===== src/rtl/eth_rx_dma_pkg.sv =====
// Shared types and AHB-lite constants for the Ethernet RX DMA master.
// Offsets are relative to the Ethernet slave base address.
package eth_dma_pkg;

  typedef enum logic [2:0] {IDLE, CLR, RD, WR, ACK, DONE} dma_state_e;
  typedef enum logic [1:0] {XF_IDLE, XF_ADDR, XF_DATA} xfer_state_e;

  localparam logic [1:0]  HTRANS_IDLE   = 2'b00;
  localparam logic [1:0]  HTRANS_NONSEQ = 2'b10;
  localparam logic [2:0]  HSIZE_WORD    = 3'b010;
  localparam logic [1:0]  HRESP_ERROR   = 2'b01;

  localparam logic [31:0] INTCLR_OFF    = 32'h0;
  localparam logic [31:0] TXOK_OFF      = 32'h4;

endpackage


===== src/rtl/eth_rx_dma_if.sv =====
// AHB-lite master bus of the RX DMA; the master modport drives the
// address/control/write-data pins, the slave modport returns data and status.
interface eth_rx_dma_if;
  logic [31:0] m_haddr;
  logic [1:0]  m_htrans;
  logic        m_hwrite;
  logic [2:0]  m_hsize;
  logic [31:0] m_hwdata;
  logic [31:0] m_hrdata;
  logic        m_hready;
  logic [1:0]  m_hresp;

  modport master (
    output m_haddr, m_htrans, m_hwrite, m_hsize, m_hwdata,
    input  m_hrdata, m_hready, m_hresp
  );

  modport slave (
    input  m_haddr, m_htrans, m_hwrite, m_hsize, m_hwdata,
    output m_hrdata, m_hready, m_hresp
  );
endinterface


===== src/rtl/eth_rx_dma_xfer.sv =====
// Single non-pipelined AHB-lite transfer engine. addr_i/wr_i are taken with
// start_i; wdata_i is sampled when the address phase is accepted.
module ahb_single_xfer
  import eth_dma_pkg::*;
(
  input  logic         hclk,
  input  logic         hrst_b,
  eth_rx_dma_if.master bus,
  input  logic         start_i,
  input  logic [31:0]  addr_i,
  input  logic         wr_i,
  input  logic [31:0]  wdata_i,
  output logic         done_o,
  output logic [31:0]  rdata_o,
  output logic         err_o
);

  xfer_state_e st_q;
  logic [31:0] haddr_q;
  logic [31:0] hwdata_q;
  logic [31:0] rdata_q;
  logic [1:0]  htrans_q;
  logic        hwrite_q;
  logic        data_end;

  assign data_end = (st_q == XF_DATA) && bus.m_hready;
  assign done_o   = data_end;
  assign err_o    = data_end && (bus.m_hresp == HRESP_ERROR);
  assign rdata_o  = rdata_q;

  assign bus.m_haddr  = haddr_q;
  assign bus.m_htrans = htrans_q;
  assign bus.m_hwrite = hwrite_q;
  assign bus.m_hsize  = HSIZE_WORD;
  assign bus.m_hwdata = hwdata_q;

  always_ff @(posedge hclk or negedge hrst_b) begin
    if (!hrst_b) begin
      st_q     <= XF_IDLE;
      haddr_q  <= '0;
      hwdata_q <= '0;
      rdata_q  <= '0;
      htrans_q <= HTRANS_IDLE;
      hwrite_q <= 1'b0;
    end else begin
      case (st_q)
        XF_ADDR: begin
          if (bus.m_hready) begin
            st_q     <= XF_DATA;
            htrans_q <= HTRANS_IDLE;
            hwdata_q <= wdata_i;
          end
        end
        XF_DATA: begin
          if (bus.m_hready) begin
            if (!hwrite_q) rdata_q <= bus.m_hrdata;
            st_q <= XF_IDLE;
          end
        end
        default: ;
      endcase
      // A new address phase may follow the completing data phase directly.
      if (start_i && ((st_q == XF_IDLE) || data_end)) begin
        st_q     <= XF_ADDR;
        htrans_q <= HTRANS_NONSEQ;
        haddr_q  <= addr_i;
        hwrite_q <= wr_i;
      end
    end
  end

endmodule


===== src/rtl/eth_rx_dma.sv =====
// Ethernet RX DMA: per frame clears the slave interrupt, copies BURST_WORDS
// FIFO words into SRAM, then writes DMACTRANOK.
//
// state | meaning
// IDLE  | waiting for enable & eth_intr
// CLR   | write 0 to INTCLEAR
// RD    | read one word from the RX FIFO
// WR    | write that word to DST_BASE + 4*word_idx
// ACK   | write 1 to DMACTRANOK
// DONE  | frame_done pulse, frame_cnt incremented
module eth_rx_dma
  import eth_dma_pkg::*;
#(
  parameter logic [31:0] ETH_BASE    = 32'h4000_0000,
  parameter logic [31:0] DST_BASE    = 32'h2000_0000,
  parameter int          BURST_WORDS = 256
)(
  input  logic         hclk,
  input  logic         hrst_b,
  input  logic         enable,
  input  logic         eth_intr,
  eth_rx_dma_if.master m,
  output logic         busy,
  output logic         frame_done,
  output logic         dma_err,
  output logic [15:0]  frame_cnt
);

  localparam int               IDX_W    = $clog2(BURST_WORDS) + 1;
  localparam logic [IDX_W-1:0] LAST_IDX = IDX_W'(BURST_WORDS - 1);

  dma_state_e       st_q, st_d;
  logic [IDX_W-1:0] idx_q, idx_d;
  logic             busy_q, frame_done_q, dma_err_q;
  logic [15:0]      frame_cnt_q;

  logic        x_start, x_wr, x_done, x_err;
  logic [31:0] x_addr, x_wdata, x_rdata;

  always_comb begin
    st_d    = st_q;
    idx_d   = idx_q;
    x_start = 1'b0;
    case (st_q)
      IDLE: if (enable && eth_intr) begin
        st_d    = CLR;
        idx_d   = '0;
        x_start = 1'b1;
      end
      CLR: if (x_done) begin
        st_d    = RD;
        x_start = 1'b1;
      end
      RD: if (x_done) begin
        st_d    = WR;
        x_start = 1'b1;
      end
      WR: if (x_done) begin
        idx_d   = idx_q + IDX_W'(1);
        st_d    = (idx_q < LAST_IDX) ? RD : ACK;
        x_start = 1'b1;
      end
      ACK:     if (x_done) st_d = DONE;
      DONE:    st_d = IDLE;
      default: st_d = IDLE;
    endcase
    // An ERROR response abandons the frame without acking the slave.
    if (x_err) begin
      st_d    = IDLE;
      x_start = 1'b0;
    end
  end

  // Address/direction belong to the transfer being launched (st_d);
  // write data is consumed during its address phase (st_q).
  always_comb begin
    x_addr = ETH_BASE + INTCLR_OFF;
    x_wr   = 1'b0;
    case (st_d)
      CLR: x_wr = 1'b1;
      WR: begin
        x_addr = DST_BASE + (32'(idx_q) << 2);
        x_wr   = 1'b1;
      end
      ACK: begin
        x_addr = ETH_BASE + TXOK_OFF;
        x_wr   = 1'b1;
      end
      default: ;
    endcase
    case (st_q)
      WR:      x_wdata = x_rdata;
      ACK:     x_wdata = 32'h1;
      default: x_wdata = '0;
    endcase
  end

  always_ff @(posedge hclk or negedge hrst_b) begin
    if (!hrst_b) begin
      st_q         <= IDLE;
      idx_q        <= '0;
      busy_q       <= 1'b0;
      frame_done_q <= 1'b0;
      dma_err_q    <= 1'b0;
      frame_cnt_q  <= '0;
    end else begin
      st_q         <= st_d;
      idx_q        <= idx_d;
      busy_q       <= (st_d != IDLE);
      frame_done_q <= (st_d == DONE);
      if ((st_q == ACK) && (st_d == DONE)) frame_cnt_q <= frame_cnt_q + 16'd1;
      if ((st_q == IDLE) && (st_d == CLR)) dma_err_q <= 1'b0;
      else if (x_err)                      dma_err_q <= 1'b1;
    end
  end

  assign busy       = busy_q;
  assign frame_done = frame_done_q;
  assign dma_err    = dma_err_q;
  assign frame_cnt  = frame_cnt_q;

  ahb_single_xfer u_xfer (
    .hclk    (hclk),
    .hrst_b  (hrst_b),
    .bus     (m),
    .start_i (x_start),
    .addr_i  (x_addr),
    .wr_i    (x_wr),
    .wdata_i (x_wdata),
    .done_o  (x_done),
    .rdata_o (x_rdata),
    .err_o   (x_err)
  );

endmodule


===== src/flat_wrapper.sv =====
// flat-port wrapper written by rule: the top's interface ports become plain ports
module eth_rx_dma_flat import eth_dma_pkg::*;
#(
  parameter logic [31:0] ETH_BASE    = 32'h4000_0000,
  parameter logic [31:0] DST_BASE    = 32'h2000_0000,
  parameter int          BURST_WORDS = 256
)
  (hclk, hrst_b, enable, eth_intr, busy, frame_done, dma_err, frame_cnt, m_m_haddr, m_m_htrans, m_m_hwrite, m_m_hsize, m_m_hwdata, m_m_hrdata, m_m_hready, m_m_hresp);
  eth_rx_dma_if m_i ();
  input  logic hclk;
  input  logic hrst_b;
  input  logic enable;
  input  logic eth_intr;
  output logic busy;
  output logic frame_done;
  output logic dma_err;
  output logic [15:0] frame_cnt;
  output wire logic [$bits(m_i.m_haddr)-1:0] m_m_haddr;
  output wire logic [$bits(m_i.m_htrans)-1:0] m_m_htrans;
  output wire logic [$bits(m_i.m_hwrite)-1:0] m_m_hwrite;
  output wire logic [$bits(m_i.m_hsize)-1:0] m_m_hsize;
  output wire logic [$bits(m_i.m_hwdata)-1:0] m_m_hwdata;
  input wire logic [$bits(m_i.m_hrdata)-1:0] m_m_hrdata;
  input wire logic [$bits(m_i.m_hready)-1:0] m_m_hready;
  input wire logic [$bits(m_i.m_hresp)-1:0] m_m_hresp;
  assign m_m_haddr = m_i.m_haddr;
  assign m_m_htrans = m_i.m_htrans;
  assign m_m_hwrite = m_i.m_hwrite;
  assign m_m_hsize = m_i.m_hsize;
  assign m_m_hwdata = m_i.m_hwdata;
  assign m_i.m_hrdata = m_m_hrdata;
  assign m_i.m_hready = m_m_hready;
  assign m_i.m_hresp = m_m_hresp;
  eth_rx_dma #(.ETH_BASE(ETH_BASE), .DST_BASE(DST_BASE), .BURST_WORDS(BURST_WORDS)) u_core (.hclk(hclk), .hrst_b(hrst_b), .enable(enable), .eth_intr(eth_intr), .m(m_i), .busy(busy), .frame_done(frame_done), .dma_err(dma_err), .frame_cnt(frame_cnt));
endmodule

===== config.mk =====
export PLATFORM = sky130hd
export DESIGN_NAME = eth_rx_dma_flat
export DESIGN_NICKNAME = d
export VERILOG_FILES = /design/src/rtl/eth_rx_dma_pkg.sv /design/src/rtl/eth_rx_dma_if.sv /design/src/rtl/eth_rx_dma_xfer.sv /design/src/rtl/eth_rx_dma.sv /design/src/flat_wrapper.sv
export SDC_FILE = /design/constraint.sdc
export NUM_CORES = 1
export LEC_CHECK = 0
export CORE_MARGIN = 4
export CORE_UTILIZATION = 48
export CTS_CLUSTER_DIAMETER = 40
export DETAILED_ROUTE_END_ITERATION = 16
export PLACE_DENSITY = 0.8
export SLEW_MARGIN = 10
export SYNTH_ARGS = -nofsm -noshare
export SYNTH_HDL_FRONTEND = slang
export SYNTH_SLANG_ARGS = --single-unit
export TNS_END_PERCENT = 50

===== constraint.sdc =====
create_clock -name hclk -period 2.94 [get_ports hclk]
set_clock_uncertainty 0.1 [all_clocks]
set_input_delay 0.735 -clock hclk [delete_from_list [all_inputs] [get_ports hclk]]
set_output_delay 0.735 -clock hclk [all_outputs]
set_load 0.05 [all_outputs]

==> metrics <==
Post-DP Area 5800 sq um; PwrDens 1010 nW/um^2; Final ANT Viol Nets 0; post-synthesis xor/xnor area fraction 3.95%; min Tclk post-route 2.61 ns; first-pass GRT wire length 16.0 mm; # H-tree levels 3; Initial Util 49.9%; WP data arrival 2.78 ns; clk sink count 110; status completed; average wire per standard cell 16.0 um; GPL Wtd Cong 0.866; Synth Register Bits 110; drt drc 0; internal power 3560 uW; clk buf depth 2; Synth Area in Adders 0.538%; compound-gate portion of the synthesized area 10.8%; Register Area 2750 sq um; Gates resized, CTS repair 0; cts hold-fix bufs 0; mapped cell area 4650 sq um; CTS root buffer clkbuf_8; Simple-Gate Fraction of Synth Area 10.2%; Die X 106 um; CP peak stage delay 0.54 ns; power share of the sequential group 39.6%; IO buf count 102; Ys Warns 0; row count 35; Synth Area per Inst 12.9 sq um; sum of negative setup slack 0 ns; area taken by multi-input logic gates 1680 sq um; Worst Path Required 3.12 ns; post-synth top area share 59.2%; pins over their slew limit 0; Leakage 0.00275 uW; Final #Nets 511; Mapped Cells 361; met3 usage 5.83%; sw frac 41.4%; Peak supply drop 0.859 mV; WS Path Type in -> reg; post-synthesis mux area share 8.47%; First DRT Iteration DRCs 107; Post-CTS Setup Repair Bufs 0; Main synth FF type dfrtp_1; MaxCap Viol Count 0; GR Layer Usage met1 22.6%; Reg clk slew, reported paths 0.10 ns; Final setup viols 0; final period utilization 88.6%; share of layout cells above drive strength 1 16.2%; full die area 11300 sq um; GR Layer Usage met2 28.7%; relative slew slack 63.2%; io pins 128; Clock Latency Late Sink 0.36 ns; CP Launch Type primary input; sequential area share after synthesis 59.2%; largest fanout on the critical path 14; gr usage total 17.4%; asr flop ratio synth 100%; fmax 384 MHz; Post-Route WL 9.64 mm; pin count of the biggest net entering global routing 44; RSZ-0062 raised after global routing no; total CTS buffers 9; Yosys top cell by area dfrtp_1; initial antenna violation count 0; Comb power frac 44.9%; router iterations before antenna repair 4; vias 3129; CP Capture Type flip-flop; filler instances 726; busiest grt layer met2; vias in the first global route 3138; core box area 9330 sq um; slew at the pin closest to its max-slew limit 0.550 ns; Post-synth EDFFs 0; main combinational cell family by area after synthesis compound AO/OA/AOI/OAI gates; n_diodes 0; Area growth, synth to finish 29.0%; total grt overflow 0; CP max-delay cell clkdlybuf4s50_1; clock network fraction of total power 15.5%; Psw 2510 uW; crit path cell chain clkdlybuf4s50_1, nand3b_4, or3_1, a31o_1, buf_12, nor4_1, xor2_1; post-route setup slack 0.334 ns; hpwl dp 7.03 mm; Setup WS pre-CTS -0.0275 ns; WHS 0.215 ns; chip height 106 um; Hold Crit Class in -> async; number of distinct library cells after synthesis 45; top post-synthesis cells by area dfrtp_1, mux2_2, a22o_1, buf_4, xor2_1; Vias/cell 5.18; design area 6000 sq um; CTS tree yes; Final Hold Vio Count 0
-- sequential cells by signal (all words and copies together), names as in the netlist, 2 cells and up --
register	cells
u_core.idx_q	9
u_core.u_xfer.rdata_o	32
u_core.u_xfer.bus.m_hwdata	32
u_core.u_xfer.bus.m_haddr	11
u_core.u_xfer.st_q	2
u_core.st_q	3
u_core.frame_cnt	16
-- through the flow --
stage               utilization [%]  cells  total power (uW)
floorplan                         -    384              4270
global placement               62.1    588              5090
detailed placement             62.1    588              5180
CTS                            64.4    604              6130
global route                   64.4    604              6390
finish                         64.4    604              6070
-- final timing paths --
check / startpoint / endpoint / slack, ns / cells past startpoint
hold reg to reg: u_core.frame_cnt[15]$_DFFE_PN0P_ / u_core.frame_cnt[15]$_DFFE_PN0P_ / 0.38 / 1
max in group asynchronous: hrst_b / u_core.frame_cnt[6]$_DFFE_PN0P_ / 1.72 / 2
hold / removal: hrst_b / u_core.u_xfer.rdata_o[23]$_DFFE_PN0P_ / 0.22 / 1
setup / recovery: m_m_hready / u_core.frame_cnt[8]$_DFFE_PN0P_ / 0.33 / 7
setup reg to reg: u_core.st_q[2]$_DFF_PN0_ / u_core.u_xfer.bus.m_haddr[3]$_DFFE_PN0P_ / 0.61 / 6
min in group hclk: u_core.frame_cnt[15]$_DFFE_PN0P_ / u_core.frame_cnt[15]$_DFFE_PN0P_ / 0.38 / 1
-- synth_stat cells, types with 2 or more instances --
cell      number
nand4_1        7
nor4_2         2
buf_2          3
buf_4         26
nand2_1       16
nor3_1         7
or3_1          2
and3_1         2
conb_1         2
mux2_2        35
xor2_1        19
nor4_1         6
ha_1           2
nor4_4         2
dfrtp_1      110
a22o_1        40
xnor2_1        2
nand3b_1       2
a21oi_1        5
clkbuf_1      11
a221o_1        2
nor2_1        19
inv_1          8
o21ai_0        6
nand3_1        5
-- layer usage --
layer  share of wire, %  up-vias
met2                 49      109
li1                   -     1454
met3                8.1        5
met1                 43     1561
met4               0.53        0
met5                  0        -
-- worst max-delay path: cells and delay by family --
family	cells	cell delay [ns]
XOR/XNOR	1	0.19
AND/OR/NAND/NOR	3	0.81
buffers and inverters	2	0.73
AO/OA/AOI/OAI	1	0.32
-- cell families (layout without fill, tap and decap cells) --
logic type | Yosys count | after routing
DFF | 110 | 110
other | 2 | 25
buffers and inverters | 50 | 141
and+or+nand+nor | 78 | 78
adders and majority gates | 2 | 2
muxes | 35 | 35
xor gates and xnor gates | 21 | 21
AOI/OAI and AO/OA | 63 | 63
-- cell usage in the layout, fill, tap and decap left out, drive strengths merged, types with 2 or more instances in the layout --
cell type,synthesis,layout
o21ai,7,7
clkbuf,11,11
ha,2,2
or3,2,2
a22o,40,40
buf,31,16
mux2,35,35
nor2,19,19
nand3,6,6
conb,2,25
clkdlybuf4s50,0,101
xnor2,2,2
and3,2,2
nand2,16,16
a21oi,6,6
xor2,19,19
nand3b,3,3
nor4,10,10
dfrtp,110,110
a221o,2,2
nor3,8,8
inv,8,10
nand4,7,7
-- cell type report --
| cell class | instances | area share, % |
|---|---|---|
| sequential | 110 | 45.9 |
| tap | 129 | 2.69 |
| multi-input combinational | 224 | 28.0 |
| timing repair buffer | 117 | 19.5 |
| clock inverter | 5 | 1.10 |
| clock buffer | 11 | 2.36 |
| inverter | 8 | 0.500 |
-- power by group through the flow --
stage / Clock [uW] / Combinational [uW] / Sequential (uW)
after detailed placement: 0 / 2750 / 2430
after floorplan: 0 / 995 / 3280
after CTS: 965 / 2750 / 2410
after global routing: 1030 / 2870 / 2480
final: 939 / 2720 / 2410
after global placement: 0 / 2680 / 2410
No activity file was read; power rests on OpenSTA's default activity.
